`src/rtl/seg7_pkg.sv`:
```
// Shared 7-segment code constants and the decoded-digit record used by the
// scan decoder and its code decoder.
package seg7_pkg;

  // Active-low gfedcba codes, identical to the ones the encoder drives.
  localparam logic [6:0] SEG_0     = 7'b1000000;
  localparam logic [6:0] SEG_1     = 7'b1111001;
  localparam logic [6:0] SEG_2     = 7'b0100100;
  localparam logic [6:0] SEG_3     = 7'b0110000;
  localparam logic [6:0] SEG_4     = 7'b0011001;
  localparam logic [6:0] SEG_5     = 7'b0010010;
  localparam logic [6:0] SEG_6     = 7'b0000010;
  localparam logic [6:0] SEG_7     = 7'b1111000;
  localparam logic [6:0] SEG_8     = 7'b0000000;
  localparam logic [6:0] SEG_9     = 7'b0010000;
  localparam logic [6:0] SEG_BLANK = 7'b1111111;

  localparam logic [3:0] NIB_BLANK = 4'hF;
  localparam logic [3:0] NIB_ERR   = 4'hE;

  typedef struct packed {
    logic [3:0] nib;
    logic       dp;
    logic       err;
  } seg7_dec_t;

endpackage

```
`src/rtl/seg7_code_decoder.sv`:
```
// Combinational inverse of the BCD-to-7-segment encoder: one 8-bit bus code
// (dp + gfedcba, active-low) to nibble, decimal point and illegal-code flag.
module seg7_code_decoder
  import seg7_pkg::*;
(
  input  logic [7:0] code_i,
  output seg7_dec_t  dec_o
);

  always_comb begin
    dec_o.dp  = ~code_i[7];
    dec_o.err = 1'b0;
    case (code_i[6:0])
      SEG_0:     dec_o.nib = 4'h0;
      SEG_1:     dec_o.nib = 4'h1;
      SEG_2:     dec_o.nib = 4'h2;
      SEG_3:     dec_o.nib = 4'h3;
      SEG_4:     dec_o.nib = 4'h4;
      SEG_5:     dec_o.nib = 4'h5;
      SEG_6:     dec_o.nib = 4'h6;
      SEG_7:     dec_o.nib = 4'h7;
      SEG_8:     dec_o.nib = 4'h8;
      SEG_9:     dec_o.nib = 4'h9;
      SEG_BLANK: dec_o.nib = NIB_BLANK;
      default: begin
        dec_o.nib = NIB_ERR;
        dec_o.err = 1'b1;
      end
    endcase
  end

endmodule

```
`src/rtl/seg7_scan_decoder.sv`:
```
// Snoops a multiplexed 7-segment bus, captures each digit once its select and
// code have been stable long enough, and emits whole frames on valid/ready.
module seg7_scan_decoder
  import seg7_pkg::*;
#(
  parameter int NUM_DIGITS    = 4,
  parameter int STABLE_CYCLES = 4
) (
  input  logic                    clk,
  input  logic                    rst_n,
  input  logic [NUM_DIGITS-1:0]   dig_sel_in,
  input  logic [7:0]              disp_code_in,
  output logic [4*NUM_DIGITS-1:0] bcd_out,
  output logic [NUM_DIGITS-1:0]   dp_out,
  output logic [NUM_DIGITS-1:0]   code_err_out,
  output logic                    frame_valid_out,
  input  logic                    frame_ready_in,
  output logic                    overrun_out
);

  localparam int CW = $clog2(STABLE_CYCLES + 1);
  typedef logic [CW-1:0] cnt_t;
  // Down-counter of samples still needed; IDLE marks "no legal run in progress".
  localparam cnt_t CNT_IDLE = cnt_t'(STABLE_CYCLES);
  localparam cnt_t CNT_LOAD = cnt_t'(STABLE_CYCLES - 1);

  logic [NUM_DIGITS-1:0]   sel_q, prev_sel_q;
  logic [7:0]              code_q, prev_code_q;
  cnt_t                    rem_q, rem_d;
  logic                    captured_q, captured_d;
  logic [4*NUM_DIGITS-1:0] slot_bcd_q, slot_bcd_d;
  logic [NUM_DIGITS-1:0]   slot_dp_q, slot_dp_d;
  logic [NUM_DIGITS-1:0]   slot_err_q, slot_err_d;
  logic [NUM_DIGITS-1:0]   seen_q, seen_d;
  logic [4*NUM_DIGITS-1:0] bcd_q, bcd_d;
  logic [NUM_DIGITS-1:0]   dp_q, dp_d, err_q, err_d;
  logic                    valid_q, valid_d, overrun_q, overrun_d;

  logic                  legal, changed, capture, complete, out_free, load;
  logic [NUM_DIGITS-1:0] cap_mask;
  seg7_dec_t             dec;

  seg7_code_decoder u_dec (
    .code_i (code_q),
    .dec_o  (dec)
  );

  assign legal   = $onehot(~sel_q);
  assign changed = {sel_q, code_q} != {prev_sel_q, prev_code_q};

  always_comb begin
    rem_d      = rem_q;
    captured_d = captured_q;
    capture    = 1'b0;
    if (!legal) begin
      rem_d      = CNT_IDLE;
      captured_d = 1'b0;
    end else begin
      if (changed) begin
        rem_d      = CNT_LOAD;
        captured_d = 1'b0;
      end else if (rem_q != '0) begin
        rem_d = rem_q - cnt_t'(1);
      end
      capture = (rem_d == '0) && !captured_d;
      if (capture) captured_d = 1'b1;
    end
  end

  assign cap_mask = capture ? ~sel_q : '0;
  assign complete = &seen_q;
  assign out_free = !valid_q || frame_ready_in;
  assign load     = complete && out_free;

  always_comb begin
    slot_bcd_d = slot_bcd_q;
    slot_dp_d  = slot_dp_q;
    slot_err_d = slot_err_q;
    for (int i = 0; i < NUM_DIGITS; i++) begin
      if (cap_mask[i]) begin
        slot_bcd_d[4*i +: 4] = dec.nib;
        slot_dp_d[i]         = dec.dp;
        slot_err_d[i]        = dec.err;
      end
    end
    // A capture landing on the completion cycle starts the next frame.
    seen_d    = (complete ? '0 : seen_q) | cap_mask;
    bcd_d     = load ? slot_bcd_q : bcd_q;
    dp_d      = load ? slot_dp_q  : dp_q;
    err_d     = load ? slot_err_q : err_q;
    valid_d   = load ? 1'b1 : (frame_ready_in ? 1'b0 : valid_q);
    overrun_d = overrun_q | (complete && !out_free);
  end

  always_ff @(posedge clk) begin
    if (!rst_n) begin
      sel_q       <= '0;
      code_q      <= '0;
      prev_sel_q  <= '0;
      prev_code_q <= '0;
      rem_q       <= CNT_IDLE;
      captured_q  <= 1'b0;
      slot_bcd_q  <= '0;
      slot_dp_q   <= '0;
      slot_err_q  <= '0;
      seen_q      <= '0;
      bcd_q       <= '0;
      dp_q        <= '0;
      err_q       <= '0;
      valid_q     <= 1'b0;
      overrun_q   <= 1'b0;
    end else begin
      sel_q       <= dig_sel_in;
      code_q      <= disp_code_in;
      prev_sel_q  <= sel_q;
      prev_code_q <= code_q;
      rem_q       <= rem_d;
      captured_q  <= captured_d;
      slot_bcd_q  <= slot_bcd_d;
      slot_dp_q   <= slot_dp_d;
      slot_err_q  <= slot_err_d;
      seen_q      <= seen_d;
      bcd_q       <= bcd_d;
      dp_q        <= dp_d;
      err_q       <= err_d;
      valid_q     <= valid_d;
      overrun_q   <= overrun_d;
    end
  end

  assign bcd_out         = bcd_q;
  assign dp_out          = dp_q;
  assign code_err_out    = err_q;
  assign frame_valid_out = valid_q;
  assign overrun_out     = overrun_q;

endmodule
```
`config.mk`:
```
export PLATFORM = sky130hd
export DESIGN_NAME = seg7_scan_decoder
export DESIGN_NICKNAME = d
export VERILOG_FILES = /design/src/rtl/seg7_pkg.sv /design/src/rtl/seg7_code_decoder.sv /design/src/rtl/seg7_scan_decoder.sv
export SDC_FILE = /design/constraint.sdc
export NUM_CORES = 1
export LEC_CHECK = 0
export ABC_CLOCK_PERIOD_IN_PS = 3960
export CELL_PAD_IN_SITES_DETAIL_PLACEMENT = 0
export CELL_PAD_IN_SITES_GLOBAL_PLACEMENT = 1
export CORE_AREA = 10 10 98 100
export DETAILED_ROUTE_END_ITERATION = 8
export DIE_AREA = 0 0 108 110
export GPL_TIMING_DRIVEN = 0
export PLACE_DENSITY = 0.84
export REMOVE_ABC_BUFFERS = 1
export SYNTH_ARGS = -nofsm -noshare
export SYNTH_HDL_FRONTEND = slang
export SYNTH_SLANG_ARGS = --single-unit
```
`constraint.sdc`:
```
create_clock -name clk -period 3.96 [get_ports clk]
set_clock_uncertainty 0.1 [all_clocks]
set_input_delay 0.792 -clock clk [delete_from_list [all_inputs] [get_ports clk]]
set_output_delay 0.792 -clock clk [all_outputs]
set_load 0.01 [all_outputs]
```
==> results.md <==
* Post-CTS Setup Inserts at 0
* Worst EP arrival at about 3300 ps
* Final Wtd Congestion at ~0.74
* Req. time, crit path at about 4100 ps
* Primary FF master, synth: dfxtp_1
* Net switching power at 387 uW
* Crit end category: flip-flop
* Worst-margin pin slew at 1100 ps
* Worst-path clk slew at 90 ps
* Fin. max-slew vios at 0
* Clock Tree Buf Depth at 2
* Total of max-cap violations at 0
* Antenna fix cells at 0
* Hold_ws at between 300 and 400 ps
* Pwr Density at approximately 390 nW/um^2
* Crit path top cell by count: ha_1
* Top cells by area, synth: dfxtp_1, nand2_1, mux2i_1
* GRT Residual Overflow at 0
* Hold depth at 2
* Unrepaired setup endpoints after global routing: no
* #FFs+latches synth at 82
* Root buffer cell: clkbuf_8
* Number of global-route vias before repair at 2300
* Fraction of registers with async set/reset at 0%
* Nets at between 400 and 500
* Ratio of cells with drive above 1 in the final layout at approximately 7.3%
* Commonest non-fill, non-tap cell in the layout: dfxtp_1
* Post-synth top area cell: dfxtp_1
* WHS Endpoint: bcd_out[10]$_SDFFE_PN0P_
* Most frequent cells in the layout: dfxtp_1, nand2_1, clkdlybuf4s50_1
* # H-tree levels at 3
* Reg2Reg Launch Point: sel_q[0]$_SDFF_PN0_
* Core area at 7650 um^2
* Synthesized area at ~3400 um^2
* DRT Wirelength at between 6000 and 7000 um
* Kind of critical path: flip-flop to flip-flop
* Sw Share at between 20% and 30%
* Vias per cell at 4.93
* Dpl hpwl at 4400 um
* Die W at 108 um
* Critical path peak fanout at 12
* Die height at roughly 110 um
* R2R cell count at 9
* PnR worst setup slack at 816 ps
* Post-DRT Antenna Nets at 0
* Total GRT Usage at between 10% and 20%
* Hold WC Path Type: flip-flop to flip-flop
* Initial antenna violation count at 0
* Slowest stage cell on the critical path: fa_1
* Worst path top cell family by delay: adder cells
* Reg2reg end: slot_bcd_q[8]$_SDFFE_PN0P_
* Post-synthesis sequential area ratio at 48.4%
* Residual DRC at 0
* Internal power at roughly 1.2 mW
* Bufs and invs on worst path at 1
* Achievable Freq at approximately 0.32 GHz
* Synth warn at 0
* Leakage Power at 1.42 nW
* Netlist cell types at 45
* Largest net degree at the start of global routing at between 50 and 60
* Share of power burned in registers at a little over half
* DIE AREA at between 10000 and 15000 um^2
* Top cell type's share of synthesized area at a little under 50%
* Post-layout util at 52.2%
* IO Count at just over 40
* Nature of the critical path startpoint: flip-flop
* Dpl ws at between 700 and 800 ps
* Slew headroom at 26.5%
* Initial core utilization at between 40 and 50%
* Hold buffers post-CTS at 0
* Reg2reg setup slack at 820 ps
* Setup TNS Final at 0 ps
* Status: finished, final reports clean
* Final setup fails at 0
* # rows at 32
* Clk_lat worst skew at ~350 ps
* CTS Buf Count at 9
* Syn Inst Count at between 300 and 400
* Cts repair resizes at 0
* Final period util at between 70 and 80%
* DR iter-0 viols at between 100 and 150
* Combinational share of power at under 10%
* Area grow syn2layout at 17.7%
* Routed wire per std cell at around 13 um
* Max IR drop VDD at ~0.00026 V
* Syn avg cell area at about 9.2 um^2
* Placed cells at between 400 and 500
* First-pass detailed-route iteration total at 4
* CTS tree: done
* Min-delay src: bcd_out[10]$_SDFFE_PN0P_
* First-pass GRT wire length at around 11000 um
* Finished Layout Cells at about 500
* Routed vias at approximately 2500
* CP Cell Sequence: fa_1 -> inv_1 -> ha_1 -> ha_1 -> nor3b_1 -> nand2b_1 -> a21o_1 -> nor3_4 -> mux2i_1
* Post-route minimum period at around 3100 ps
* Hold Vio Cnt, Final at 0
* Port Buffer Count at 40
* Power share of the clock group at approximately 39%
* Crit path largest cell delay at roughly 580 ps
* Sink Count at 82
* Post-synth EDFFs at 0
state kept, by name, indices dropped and copies added (netlist names):
register / count
slot_dp_q: 4
overrun_out: 1
slot_bcd_q: 16
prev_code_q: 8
code_q: 8
slot_err_q: 4
rem_q: 3
captured_q: 1
sel_q: 4
frame_valid_out: 1
bcd_out: 16
code_err_out: 4
prev_sel_q: 4
seen_q: 4
dp_out: 4
worst register-to-register path, stage by stage (launching register included):
cell	delay, ps
dfxtp_1	440
fa_1	580
inv_1	50
ha_1	170
ha_1	270
nor3b_1	300
nand2b_1	170
a21o_1	410
nor3_4	370
mux2i_1	240
cells in the mapped netlist, types with 5 or more instances:
cell	number
nor4_1	5
xor2_1	13
dfxtp_1	82
nor2_1	14
clkbuf_1	16
a21oi_1	28
inv_1	6
and2_1	28
nand2_1	79
nand2b_1	5
mux2i_1	21
final cells by class:
cell class / instances / area, um^2
Clock inverter: 7 / 76.3
Sequential cell: 82 / 1640
Tap cell: 102 / 128
Timing Repair Buffer: 40 / 395
Fill cell: 746 / 3650
Inverter: 6 / 22.5
Clock buffer: 9 / 124
Multi-Input combinational cell: 255 / 1610
logic make-up after synthesis:
kind of cell	after synthesis	synth area share, %
AOI/OAI and AO/OA	54	10.4
xor gates and xnor gates	14	3.62
adders and majority gates	5	2.07
buffers and inverters	31	4.32
DFF	82	48.4
muxes	21	6.20
and+or+nand+nor	161	24.9
metrics by stage:
step / cell area (um^2) / total power, mW
after detailed placement: 3790 / 0.982
after global routing: 3990 / 1.63
after global placement: 3790 / 0.979
final: 3990 / 1.57
after floorplan: 3270 / 0.940
after CTS: 3990 / 1.59
worst max-delay path by stage:
stage,start,to,slack (ps),cells past startpoint
2_1_floorplan,sel_q[0]$_SDFF_PN0_,slot_err_q[0]$_SDFFE_PN0P_,1230,9
3_5_place_dp,rst_n,slot_bcd_q[7]$_SDFFE_PN0P_,770,5
3_3_place_gp,rst_n,slot_bcd_q[11]$_SDFFE_PN0P_,-500,5
4_1_cts,sel_q[0]$_SDFF_PN0_,slot_bcd_q[8]$_SDFFE_PN0P_,790,9
5_1_grt,sel_q[0]$_SDFF_PN0_,slot_err_q[0]$_SDFFE_PN0P_,580,9
6_report,sel_q[0]$_SDFF_PN0_,slot_bcd_q[8]$_SDFFE_PN0P_,820,9
power by group through the flow:
stage / Clock [mW] / Combinational, mW / Sequential (mW)
floorplan: 0 / 0.0677 / 0.873
global placement: 0 / 0.100 / 0.879
detailed placement: 0 / 0.103 / 0.879
CTS: 0.626 / 0.104 / 0.860
global route: 0.655 / 0.117 / 0.863
finish: 0.605 / 0.103 / 0.859
layer usage:
metal | vias up | wire, um | track usage [%]
met4 | 0 | 117 | 5.73
li1 | 1294 | - | -
met5 | - | 0 | 0
met3 | 10 | 338 | 2.84
met1 | 1119 | 3050 | 13.8
met2 | 48 | 2900 | 17.4
Note: power is estimated with default switching activity, not from simulation.
